$ cat config.mk
export PLATFORM = sky130hd
export DESIGN_NAME = celement_mg_sync_flat
export DESIGN_NICKNAME = d
export VERILOG_FILES = /design/src/rtl/celement_mg_sync_pkg.sv /design/src/rtl/celement_mg_sync_if.sv /design/src/rtl/celement_mg_sync_sync2.sv /design/src/rtl/celement_mg_sync.sv /design/src/flat_wrapper.sv
export SDC_FILE = /design/constraint.sdc
export NUM_CORES = 1
export LEC_CHECK = 0
export CORE_UTILIZATION = 40
export CTS_CLUSTER_DIAMETER = 30
export DETAILED_ROUTE_END_ITERATION = 8
export HOLD_SLACK_MARGIN = 0.05
export PLACE_DENSITY_LB_ADDON = 0.2
export SLEW_MARGIN = 15
export SYNTH_ARGS = -nofsm -noshare
export SYNTH_HDL_FRONTEND = slang
export SYNTH_HIERARCHICAL = 1
export SYNTH_SLANG_ARGS = --single-unit
$ cat constraint.sdc
create_clock -name CLK -period 1.8 [get_ports CLK]
set_input_delay 0.27 -clock CLK [delete_from_list [all_inputs] [get_ports CLK]]
set_output_delay 0.27 -clock CLK [all_outputs]
set_load 0.005 [all_outputs]
$ cat src/rtl/celement_mg_sync_pkg.sv
// Shared definitions for the two-source merge with round-robin arbitration.
package celement_mg_sync_pkg;

   typedef enum logic [1:0] {
      IDLE    = 2'd0,
      FWD     = 2'd1,
      ACKED   = 2'd2,
      RELEASE = 2'd3
   } state_e;

   localparam logic SRC_A = 1'b0;
   localparam logic SRC_B = 1'b1;

   // Pick the source to grant: a lone requester wins, a tie goes to the one not served last.
   function automatic logic arb_pick(input logic sa, input logic sb, input logic last);
      if (sa && sb) begin
         return ~last;
      end
      if (sb) begin
         return SRC_B;
      end
      return SRC_A;
   endfunction

endpackage

$ cat src/rtl/celement_mg_sync_if.sv
// Handshake bundle between the two sources, the merge block and the sink.
interface celement_mg_sync_if;

   logic SENDINA;
   logic SENDINB;
   logic ACKOUTA;
   logic ACKOUTB;
   logic SENDOUT;
   logic ACKIN;
   logic BROUT;
   logic CP;
   logic ERR;

   // Environment side: sources and sink.
   modport master (
      output SENDINA, SENDINB, ACKIN,
      input  ACKOUTA, ACKOUTB, SENDOUT, BROUT, CP, ERR
   );

   // Merge block side.
   modport slave (
      input  SENDINA, SENDINB, ACKIN,
      output ACKOUTA, ACKOUTB, SENDOUT, BROUT, CP, ERR
   );

endinterface

$ cat src/rtl/celement_mg_sync_sync2.sv
// Two-flop synchronizer for one asynchronous control line, clears to 0 on reset.
module sync2 (
   input  logic clk,
   input  logic rst_n,
   input  logic d,
   output logic q
);

   logic meta_q, meta_d;
   logic sync_q, sync_d;

   // Next values: shift the input through the two stages.
   always_comb begin
      meta_d = d;
      sync_d = meta_q;
   end

   // Synchronizer stages with asynchronous clear.
   always_ff @(posedge clk or negedge rst_n) begin
      if (!rst_n) begin
         meta_q <= 1'b0;
         sync_q <= 1'b0;
      end else begin
         meta_q <= meta_d;
         sync_q <= sync_d;
      end
   end

   assign q = sync_q;

endmodule

$ cat src/rtl/celement_mg_sync.sv
// Synchronous merge of two 4-phase requesters onto one sink, round-robin on ties.
module celement_mg_sync
   import celement_mg_sync_pkg::*;
(
   input logic               CLK,
   input logic               RESETN,
   celement_mg_sync_if.slave bus
);

   logic   sa, sb, ak;
   logic   sel_send;

   state_e state_q, state_d;
   logic   sel_q, sel_d;
   logic   last_q, last_d;
   logic   sendout_q, sendout_d;
   logic   acka_q, acka_d;
   logic   ackb_q, ackb_d;
   logic   cp_q, cp_d;
   logic   err_q, err_d;

   sync2 u_sync_a (.clk(CLK), .rst_n(RESETN), .d(bus.SENDINA), .q(sa));
   sync2 u_sync_b (.clk(CLK), .rst_n(RESETN), .d(bus.SENDINB), .q(sb));
   sync2 u_sync_k (.clk(CLK), .rst_n(RESETN), .d(bus.ACKIN),   .q(ak));

   assign sel_send = (sel_q == SRC_B) ? sb : sa;

   // Handshake sequencing: grant, forward, acknowledge the source, release.
   always_comb begin
      state_d   = state_q;
      sel_d     = sel_q;
      last_d    = last_q;
      sendout_d = sendout_q;
      acka_d    = acka_q;
      ackb_d    = ackb_q;
      cp_d      = 1'b0;
      err_d     = err_q;
      case (state_q)
         IDLE: begin
            sendout_d = 1'b0;
            acka_d    = 1'b0;
            ackb_d    = 1'b0;
            // A lingering sink acknowledge holds off any new grant.
            if ((sa || sb) && !ak) begin
               sel_d     = arb_pick(sa, sb, last_q);
               last_d    = sel_d;
               sendout_d = 1'b1;
               state_d   = FWD;
            end
         end
         FWD: begin
            if (!sel_send) begin
               err_d = 1'b1;
            end
            if (ak) begin
               state_d = ACKED;
               cp_d    = 1'b1;
               acka_d  = (sel_q == SRC_A);
               ackb_d  = (sel_q == SRC_B);
            end
         end
         ACKED: begin
            // A premature sink release is flagged and otherwise ignored.
            if (!ak) begin
               err_d = 1'b1;
            end else if (!sel_send) begin
               sendout_d = 1'b0;
               state_d   = RELEASE;
            end
         end
         RELEASE: begin
            if (!ak) begin
               acka_d  = 1'b0;
               ackb_d  = 1'b0;
               state_d = IDLE;
            end
         end
         default: begin
            state_d = IDLE;
         end
      endcase
   end

   // State and registered outputs, all cleared asynchronously on reset.
   always_ff @(posedge CLK or negedge RESETN) begin
      if (!RESETN) begin
         state_q   <= IDLE;
         sel_q     <= SRC_A;
         last_q    <= SRC_B;
         sendout_q <= 1'b0;
         acka_q    <= 1'b0;
         ackb_q    <= 1'b0;
         cp_q      <= 1'b0;
         err_q     <= 1'b0;
      end else begin
         state_q   <= state_d;
         sel_q     <= sel_d;
         last_q    <= last_d;
         sendout_q <= sendout_d;
         acka_q    <= acka_d;
         ackb_q    <= ackb_d;
         cp_q      <= cp_d;
         err_q     <= err_d;
      end
   end

   assign bus.SENDOUT = sendout_q;
   assign bus.ACKOUTA = acka_q;
   assign bus.ACKOUTB = ackb_q;
   assign bus.BROUT   = sel_q;
   assign bus.CP      = cp_q;
   assign bus.ERR     = err_q;

endmodule

$ cat src/flat_wrapper.sv
// flat-port wrapper written by rule: the top's interface ports become plain ports
module celement_mg_sync_flat import celement_mg_sync_pkg::*;
  (CLK, RESETN, bus_SENDINA, bus_SENDINB, bus_ACKIN, bus_ACKOUTA, bus_ACKOUTB, bus_SENDOUT, bus_BROUT, bus_CP, bus_ERR);
  celement_mg_sync_if bus_i ();
  input logic CLK;
  input logic RESETN;
  input wire logic [$bits(bus_i.SENDINA)-1:0] bus_SENDINA;
  input wire logic [$bits(bus_i.SENDINB)-1:0] bus_SENDINB;
  input wire logic [$bits(bus_i.ACKIN)-1:0] bus_ACKIN;
  output wire logic [$bits(bus_i.ACKOUTA)-1:0] bus_ACKOUTA;
  output wire logic [$bits(bus_i.ACKOUTB)-1:0] bus_ACKOUTB;
  output wire logic [$bits(bus_i.SENDOUT)-1:0] bus_SENDOUT;
  output wire logic [$bits(bus_i.BROUT)-1:0] bus_BROUT;
  output wire logic [$bits(bus_i.CP)-1:0] bus_CP;
  output wire logic [$bits(bus_i.ERR)-1:0] bus_ERR;
  assign bus_i.SENDINA = bus_SENDINA;
  assign bus_i.SENDINB = bus_SENDINB;
  assign bus_i.ACKIN = bus_ACKIN;
  assign bus_ACKOUTA = bus_i.ACKOUTA;
  assign bus_ACKOUTB = bus_i.ACKOUTB;
  assign bus_SENDOUT = bus_i.SENDOUT;
  assign bus_BROUT = bus_i.BROUT;
  assign bus_CP = bus_i.CP;
  assign bus_ERR = bus_i.ERR;
  celement_mg_sync u_core (.CLK(CLK), .RESETN(RESETN), .bus(bus_i));
endmodule
# --- Yosys cells after proc, flatten, opt, wreduce, memory -nomap -nowiden ---
# Cells that the tools add are included.
word_totals:
  register_bits: 15
  in_bits: 5
  out_inout_bits: 6
  elab_cells: 71
classes:
  n_eq_ne: 10
  n_mux: 32
  bitwise_logic: 2
  n_reduce_logical: 13
op_table:
  columns: ["operator", "count"]
  rows:
  - ["$mux 1", 22]
  - ["$ne 2x2->1 const B", 6]
  - ["$mux 2", 5]
  - ["$reduce_and 3->1", 3]
  - ["$pmux 2 s4", 1]
  - ["$pmux 1 s3", 2]
  - ["$reduce_and 5->1", 1]
  - ["$eq 2x2->1 const B", 2]
  - ["$pmux 1 s2", 2]
  - ["$reduce_bool 2->1", 2]
  - ["$reduce_bool 3->1", 1]
  - ["$eq 2x1->1 const B", 1]
  - ["$logic_and 1x1->1", 2]
  - ["$logic_not 2->1", 1]
  - ["$ne 2x1->1 const B", 1]
  - ["$not 1->1", 2]
  - ["$reduce_and 2->1", 1]
  - ["$logic_not 1->1", 1]
  - ["$logic_or 1x1->1", 1]

# --- Logic depth before layout (Yosys ltp) ---
depth:
  depth_word: 9
  mapped_depth: 6
  mapped_depth_nobuf: 6

# --- Modules after synthesis ---
# The synthesis kept the hierarchy.
by_module_without_submodules:
  columns: ["module", "instances", "cells_per_inst", "area_each_um2", "seq_area_each_um2"]
  rows:
  - ["celement_mg_sync", 1, 48, 495.5, 226.5]
  - ["sync2", 3, 2, 50.0, 50.0]

# --- Worst setup path after synthesis ---
# OpenSTA, ideal clock, no wires.
synth_path:
  kind: "register to register"
  from: "reg u_core.state_q[1]"
  to: "reg u_core.state_q[1]"
  setup_time_ns: 0.125
  arrival_time_ns: 1.459
  required_time_ns: 1.675
  setup_slack_ns: 0.216
  path_stages_with_launch: 7
  path_buffers: 0
  period_less_slack_ns: 1.584
  cell_sequence: "dfrtp_1 -> inv_1 -> ha_1 -> inv_2 -> o21ai_1 -> nand3b_2 -> mux2_4"
synth_between:
  elab_chain_len: 3
  word_cells_on_any_way: 11
  classes_between: "eq/ne (8); mux (1); reduce/logical (2)"
synth_rtl:
  columns: ["element", "line_no", "text"]
  rows:
  - ["start, declared", "celement_mg_sync.sv:13", "state_e state_q, state_d;"]
  - ["start signal, assigned", "celement_mg_sync.sv:96", "state_q <= state_d;"]
  - ["$eq 2x2->1, or another cell as far along", "celement_mg_sync.sv:38", "case (state_q)"]
  - ["$ne 2x2->1 (no line) / $ne 2x1->1 (equally long branches)", null, null]
  - ["$reduce_and 5->1 (no line)", null, null]
# Several ways; a longest one is shown, not always the timed one.
# A chain may end at the register's enable or synchronous reset.

# --- Worst setup path in the final report ---
# Ends and elaborated chain as after synthesis.

==> qor.yml <==
clock_network:
  cts_max_level: 1
  cts_resized: 0
  clock-sinks: 15
  root_buffer: "clkbuf_4"
  cts_hold_buf: 0
  clk_pin_slew_ns: 0.09
  clkLatencyLatePin_ns: 0.29
  post_cts_buffers: 0
  clockBufferDepth: 2
  cts_made_buffers: 3
  cts_tree: "yes"
floorplan:
  core_area_um2: 1510
  rows: 14
  die_w_um: 42.2
  boundaryPins: 11
  dieArea_um2: 1780
  start_util: 0.429
  chipHeight_um: 42.2
sta:
  rsz0062_at_grt: "false"
  fin_hold_ws_ns: 0.284
  setup_violations: 0
  tns_ns: 0
  fin_crit_ns: 1.64
  fmax_mhz: 609
  period_share: 0.912
  tightest_slew_ns: 0.343
  drv_slew: 0
  finalClockSkew_ns: 0.00246
  slew_headroom: 0.769
  hold_violations: 0
logic_synthesis:
  ys.flop_type: "dfrtp_1"
  avgSynthCellArea_um2: 12.0
  synth_edf_count: 0
  synthTopCellsByCount: "dfrtp_1, nand2_1, a21oi_1, ha_1, o21ai_0"
  yosysWarningCount: 6
  synthArstFlopShare: 1.00
  synth_top_area_frac: 0.543
  synthCells: 54
  synth_seq_cells: 15
  syn_nets: 64
  synth_cell_types: 21
  yosysMostFrequentCell: "dfrtp_1"
  yosysSeqAreaShare: 0.583
  yosysTopAreaCell: "dfrtp_1"
  synth_area_leaders: "dfrtp_1, ha_1, mux2_4"
  syn_area_um2: 646
power_and_ir_drop:
  leakagePower_nw: 0.370
  max-vdd-ir-drop_mv: 0.969
  total_power_mw: 1.27
  powerDensity_nw_per_um2: 1570
finish:
  final_nets: 81
  area_delta_synth_final_pct: 25.2
  insertedDiodeCount: 0
  final_cells: 86
  drive_gt1_frac: 0.186
worst_setup_path:
  critPathCaptureType: "flip-flop"
  crit_buf_inv: 2
  worstPathArrival_ns: 1.82
  critPathTopFamily: "flip-flops"
  path_cells: "inv_1, ha_1, inv_2, o21ai_1, nand3b_2, mux2_4"
  required_ns: 1.98
  slowest_stage: "dfrtp_1"
  max_stage_delay_ns: 0.45
  cp-start-kind: "flip-flop"
  rrSetupSlack_ns: 0.16
  cp_max_fo: 5
  worstSetupPathType: "flip-flop to flip-flop"
placed_design:
  place_congestion: 0.725
  portBuffers: 10
  dpl.hpwl_um: 876
  placed_cells: 82
detailed_routing:
  firstDrtPassIters: 4
  wire_per_inst_um: 14.3
  drt_iter0_drc: 7
  wirelength_mm: 1.23
  vias: 458
  ant_nets: 0
  drc: 0
  drt-vias-per-instance: 5.33
global_route:
  grt_max_degree: 16
  grt_pass1_vias: 471
  overflow: 0
  antenna_found_initial: 0
  track_usage: 0.180
  grt_first_pass_wirelength_mm: 2.19
min_path:
  worstHoldPathType: "input pin to asynchronous set/reset pin"
status:
  status: "finished, final reports clean"
run:
  maxCapViolCount: 0
-- logic make-up (layout without fill, tap and decap cells) --
kind of cell | after synthesis | in the layout | share of synthesized area
AO/OA/AOI/OAI | 15 | 15 | 0.153
flip-flops | 15 | 15 | 0.583
AND/OR/NAND/NOR | 13 | 13 | 0.0969
adder cells (fa/ha/maj) | 5 | 5 | 0.0969
buffers and inverters | 4 | 20 | 0.0232
multiplexers | 2 | 2 | 0.0465
-- report_power, final --
part	leakage, nW	internal, mW	switching, mW
clock network	0.0177	0.0828	0.113
logic	0.175	0.293	0.268
registers	0.178	0.433	0.0776
-- cell usage in the layout, fill, tap and decap left out, types with 2 or more instances in the layout --
cell,n
dfrtp_1,14
clkdlybuf4s50_1,10
nand2_1,6
a21oi_1,5
ha_1,5
o21ai_0,4
clkbuf_4,3
nor2_1,3
inv_1,2
mux2_4,2
buf_4,2
-- metal layers --
metal  global-route usage  routed length [um]
met5                    0                   0
met4                0.169                  45
met3               0.0302                  67
met2                0.255                 586
met1                0.229                 526
-- path summary, 6_finish.rpt --
check	start	end	cells after the start
worst max-delay path	u_core/state_q[1]	u_core/state_q[1]	6
worst min-delay path	RESETN	u_core/bus.ERR	2
worst max register to register	u_core/state_q[1]	u_core/state_q[1]	6
worst min register to register	u_core/u_sync_k/meta_q	u_core/u_sync_k/q	0
max in group asynchronous	RESETN	u_core/last_q	2
min in group CLK	u_core/u_sync_k/meta_q	u_core/u_sync_k/q	0
-- stage by stage --
step            util  setup WS [ns]  cell area (um2)
3_3_place_gp   0.518          0.304              781
6_report       0.537          0.158              808
5_1_grt        0.537         0.0863              808
3_5_place_dp   0.518          0.205              781
4_1_cts        0.537          0.174              808
2_1_floorplan      -          0.216              646
-- sequential cells by signal (all words and copies together) (netlist names) --
register                flops
u_core/bus.ACKOUTA          1
u_core/bus.ACKOUTB          1
u_core/bus.BROUT            1
u_core/bus.CP               1
u_core/bus.ERR              1
u_core/bus.SENDOUT          1
u_core/last_q               1
u_core/state_q              2
u_core/u_sync_a/meta_q      1
u_core/u_sync_a/q           1
u_core/u_sync_b/meta_q      1
u_core/u_sync_b/q           1
u_core/u_sync_k/meta_q      1
u_core/u_sync_k/q           1
-- final cells by class --
class	count	area [um2]
tap	16	20.0
sequential	15	377
inverter	4	15.0
timing repair buffer	12	115
clock buffer	3	22.5
multi-input combinational	35	254
clock inverter	1	5.00
fill	131	698
Power figures use the tool's default switching activity.
==> edit 1 (config.mk and constraints unchanged) <==
Re-encode `state_e` (4 states) as Gray code, 2 bits wide.
--- a/src/rtl/celement_mg_sync_pkg.sv
+++ b/src/rtl/celement_mg_sync_pkg.sv
@@ -4,6 +4,6 @@
    typedef enum logic [1:0] {
-      IDLE    = 2'd0,
-      FWD     = 2'd1,
-      ACKED   = 2'd2,
-      RELEASE = 2'd3
+      IDLE    = 2'b00,
+      FWD     = 2'b01,
+      ACKED   = 2'b11,
+      RELEASE = 2'b10
    } state_e;
Function: no difference found for any inputs over 10 cycles, from zero or initial values and one cycle with RESETN low; not proved beyond that.
==> edit 1 against the unedited design <==
  * Setup slack gained 0.14 ns
  * Total power decreased by 16%
  * Wire length decreased by 28%
  * Design area shrank 9.4%
  * Critical endpoint is now bus_BROUT
  * Critical path type is now reg -> out
  * Core utilization rose by 0.56 points
  * Sequential cell count did not move
  * Largest cell class unchanged
  * Area after synthesis fell by 6.8%
==> edit 1: results (changes against the unedited design) <==
synth top area cells dfrtp_1, dfstp_2, inv_1; initial drt markers 3 (-4); worst-margin pin slew 0.3461 ns (+0.003088 ns); TritonRoute pass-1 iters 3 (-1); via count 381 (-17%); Routed WL per cell 11.81 µm (-17%); Layout fillers 125 (-4.6%); synth unique cells 24 (+14%); Max IR drop VDD 695.7 µV (-28%); post-synthesis net count 53 (-17%); net load switching power 0.3460 mW (-25%); worst path arrival time 1.23 ns (-0.59 ns); clk_lat worst skew 0.28 ns; crit-path max cell delay 0.53 ns (+0.08 ns); vias in the first global route 309 (-34%); RePlAce Congestion 0.7449 (+2.7%); Post-Route WL 886 µm (-28%); detailed placement HPWL 670.8 µm (-23%); status finished, final reports clean; first-pass GRT wire length 1.324 mm (-40%); Setup Skew 0.0005801 ns (-0.001878 ns); Critical-path top delay cell clkdlybuf4s50_1; Inst Count DP 71 (-13%); area post-placement 704.4 µm² (-9.8%); Final #Nets 66 (-19%); leakage power 0.3155 nW (-15%)
## edit 1: logic make-up (layout without fill, tap and decap cells)
| kind of cell | count (synthesis) | count (layout) | synth area share (%) |
|---|---|---|---|
| buf+inv | 8 | 20 | 7.068 |
| compound gates | 13 | 13 | 17.26 |
| simple gates | 10 | 10 | 8.939 |
| flops | 15 | 15 | 62.58 |
| mux | 2 | 2 | 4.157 |
## edit 1: through the flow
| stage | setup slack [ns] | utilization, % | hold slack (ns) |
|---|---|---|---|
| finish | 0.2997 | 54.22 | 0.2983 |
| global route | 0.2375 | 54.22 | 0.3159 |
| detailed placement | 0.5996 | 52.18 | 0.3426 |
| floorplan | 0.7356 | - | -0.02559 |
| global placement | 0.6156 | 52.18 | 0.3338 |
| CTS | 0.2862 | 54.22 | 0.3062 |
## edit 1: final timing paths
kind	from	end	slack (ns)	depth (start not counted)
max in group asynchronous	RESETN	u_core/last_q$_DFFE_PN1P_	1.26	2
min in group CLK	u_core/u_sync_b/meta_q$_DFF_PN0_	u_core/u_sync_b/q$_DFF_PN0_	0.36	0
worst min register to register	u_core/u_sync_b/meta_q$_DFF_PN0_	u_core/u_sync_b/q$_DFF_PN0_	0.36	0
worst max register to register	u_core/state_q[0]$_DFFE_PN0P_	u_core/bus.BROUT$_DFFE_PN0P_	0.63	3
worst max-delay path	u_core/bus.BROUT$_DFFE_PN0P_	bus_BROUT	0.30	1
worst min-delay path	RESETN	u_core/state_q[1]$_DFFE_PN0P_	0.30	2
## edit 1: layer usage
| metal | track usage (%) | up-vias | routed length [µm] |
|---|---|---|---|
| met2 | 20.70 | 11 | 426 |
| met4 | 7.500 | 0 | 15 |
| met1 | 15.25 | 179 | 411 |
| met3 | 4.891 | 4 | 33 |
| li1 | - | 187 | - |
| met5 | 0 | - | 0 |
## edit 1: power groups by stage
stage / logic, mW / registers, mW / clock network, mW
after detailed placement: 0.334 / 0.563 / 0
after global placement: 0.333 / 0.554 / 0
after floorplan: 0.290 / 0.495 / 0
after CTS: 0.335 / 0.556 / 0.192
after global routing: 0.375 / 0.571 / 0.211
final: 0.331 / 0.552 / 0.186
## edit 1: cell type report
class / instances / area (µm²) / share of cell area, %
Inverter: 5 / 18.77 / 2.564
Sequential cell: 15 / 376.6 / 51.45
Timing Repair Buffer: 11 / 107.6 / 14.70
Clock inverter: 1 / 5.005 / 0.6838
Multi-Input combinational cell: 25 / 182.7 / 24.96
Clock buffer: 3 / 22.52 / 3.077
Tap cell: 15 / 18.77 / 2.564
==> edit 2 (same flow settings) <==
Made on the original files. Make the reset (`RESETN` and `rst_n`) synchronous in 2 clocked blocks. Comments in the files are not updated.
--- a/src/rtl/celement_mg_sync_sync2.sv
+++ b/src/rtl/celement_mg_sync_sync2.sv
@@ -18,3 +18,3 @@
    // Synchronizer stages with asynchronous clear.
-   always_ff @(posedge clk or negedge rst_n) begin
+   always_ff @(posedge clk) begin
       if (!rst_n) begin
--- a/src/rtl/celement_mg_sync.sv
+++ b/src/rtl/celement_mg_sync.sv
@@ -84,3 +84,3 @@
    // State and registered outputs, all cleared asynchronously on reset.
-   always_ff @(posedge CLK or negedge RESETN) begin
+   always_ff @(posedge CLK) begin
       if (!RESETN) begin
Check against the original RTL: differs if RESETN is asserted again (counterexample within 4 cycles, from zero or initial values and one cycle with RESETN low); with RESETN held inactive, the same outputs for 10 cycles.
==> edit 2 against the unedited design <==
  * Total power is 21% lower
  * Fmax grew 8.2%
  * Area after synthesis fell by 1.7%
  * Via count is 2.8% higher
  * Wire length is 17% lower
  * Sequential cell count is the same
  * Critical endpoint is now u_core/bus.ACKOUTA$_SDFFE_PN0P_
  * Design area shrank 3.7%
  * Highest routed layer unchanged
  * Core utilization shrank 1.4 points
  * Setup slack improved by 0.12 ns
  * Synthesized cell count up 22%
  * Largest power group is now sequential cells
  * First-iteration DRC count fell by 43%
==> edit 2: results (changes against the unedited design) <==
worst path arrival time 1.70 ns (-0.12 ns); Post-synth top cells dfxtp_1, nand2_1, and2_1, nor2_1, ha_1; Buffers on Ports 10 (unchanged); share of cells above drive strength 1 7.595% (-11 points); Synth Area in Adders 7.890% (-1.8 points); Seq/Total Area, Yosys 47.34% (-11 points); DR vias/cell 4.958 (-6.9%); post-CTS repair timing setup buffer count 0 (unchanged); post-CTS resize count 0 (unchanged); Top Metal Used met4; metal2 WL 514 µm (-12%); Post-Synth XOR/XNOR Area 0% (unchanged); synth top area cells dfxtp_1, ha_1, and2_1; hold crit path type reg -> reg; slew margin rel. 69.84% (-7.1 points); area post-placement 750.7 µm² (-3.8%); largest net degree at the start of global routing 17 (+1); max reg flops 2 (unchanged); async set-reset flop share out of synthesis 0% (-100 points); Final #Nets 89 (+9.9%); CP Launch Point u_core/state_q[1]$_SDFFE_PN0P_; post-synthesis net count 75 (+17%); Max IR drop VDD 509.3 µV (-47%); vias in the first global route 411 (-13%); final hold violations 0 (unchanged); R2R setup slack 0.28 ns (+0.12 ns); post-synthesis mux area share 4.734% (+0.083 points); TritonRoute pass-1 iters 4 (unchanged); initial drt markers 4 (-3); Routed met1 length 453 µm (-14%); Max Root-Sink Buffers 2 (unchanged); H-Tree Level Count 1 (unchanged); status finished, final reports clean; Setup Skew 0.0008918 ns (-0.001566 ns); crit-path max FO 8 (+3); antenna violations before repair 0 (unchanged); worst min-delay path startpoint u_core/u_sync_k/meta_q$_SDFF_PN0_; met3 wire length 34 µm (-49%); Routed WL per cell 10.72 µm (-25%); synth unique cells 26 (+24%); first-pass GRT wire length 1.628 mm (-26%); Root Buffer clkbuf_4; Reg2Reg Depth 6 (unchanged); RePlAce Congestion 0.7399 (+2.0%); Worst Hold End u_core/u_sync_k/q$_SDFF_PN0_; gr usage total 12.45% (-5.5 points); Synth Area in Compound Gates 16.17% (+0.86 points); FF-to-FF End u_core/bus.ACKOUTA$_SDFFE_PN0P_; Reg clk slew, reported paths 0.09 ns (about the same); leakage power 0.3167 nW (-14%)
[edit 2: layout make-up]
| cell class | count | area [µm²] |
|---|---|---|
| inverters | 2 | 7.507 |
| fillers | 140 | 710.7 |
| clock inverters | 1 | 5.005 |
| flip-flops and latches | 15 | 300.3 |
| well taps | 16 | 20.02 |
| repair buffers | 10 | 100.1 |
| clock buffers | 3 | 22.52 |
| multi-input cells | 48 | 322.8 |
[edit 2: cells by family after synthesis]
kind of cell | Yosys count
simple gates | 28
flops | 15
compound gates | 13
fa+ha+maj | 4
buf+inv | 3
mux | 3
[edit 2: power by group]
group / internal (mW) / switching [mW] / total [mW]
clock: 0.0825 / 0.113 / 0.195
combinational: 0.191 / 0.193 / 0.384
sequential: 0.383 / 0.0354 / 0.418
total: 0.657 / 0.341 / 0.998
[edit 2: metal layers]
layer  GRT usage (%)  vias to the layer above
met1           14.79                      210
met5               0                        -
met2           20.31                       10
li1                -                      249
met4           7.742                        0
met3           2.609                        2
[edit 2: critical path: stages, from the launching register on]
cell	delay, ns
dfxtp_1	0.38
inv_1	0.08
ha_1	0.26
mux2i_1	0.30
o31ai_1	0.16
a21oi_1	0.18
nor2b_1	0.06
[edit 2: worst max path at each step]
stage | end | depth (start not counted)
global placement | u_core/bus.ACKOUTA$_SDFFE_PN0P_ | 6
floorplan | u_core/state_q[1]$_SDFFE_PN0P_ | 5
finish | u_core/bus.ACKOUTA$_SDFFE_PN0P_ | 6
CTS | u_core/bus.ACKOUTA$_SDFFE_PN0P_ | 6
detailed placement | u_core/bus.ACKOUTA$_SDFFE_PN0P_ | 6
global route | u_core/bus.ACKOUTA$_SDFFE_PN0P_ | 6
[edit 2: metrics by stage]
stage          hold WS [ns]  power [mW]  cells  util (%)  worst slack [ns]
2_1_floorplan        0.3917      0.6962     66         -            0.4985
3_3_place_gp         0.4156      0.7965     91     50.42            0.3582
3_5_place_dp         0.4207      0.8146     91     50.42            0.3014
4_1_cts              0.4472       1.008     95     52.27            0.2890
5_1_grt              0.4523       1.062     95     52.27            0.1390
6_report             0.4442      0.9980     95     52.27            0.2826
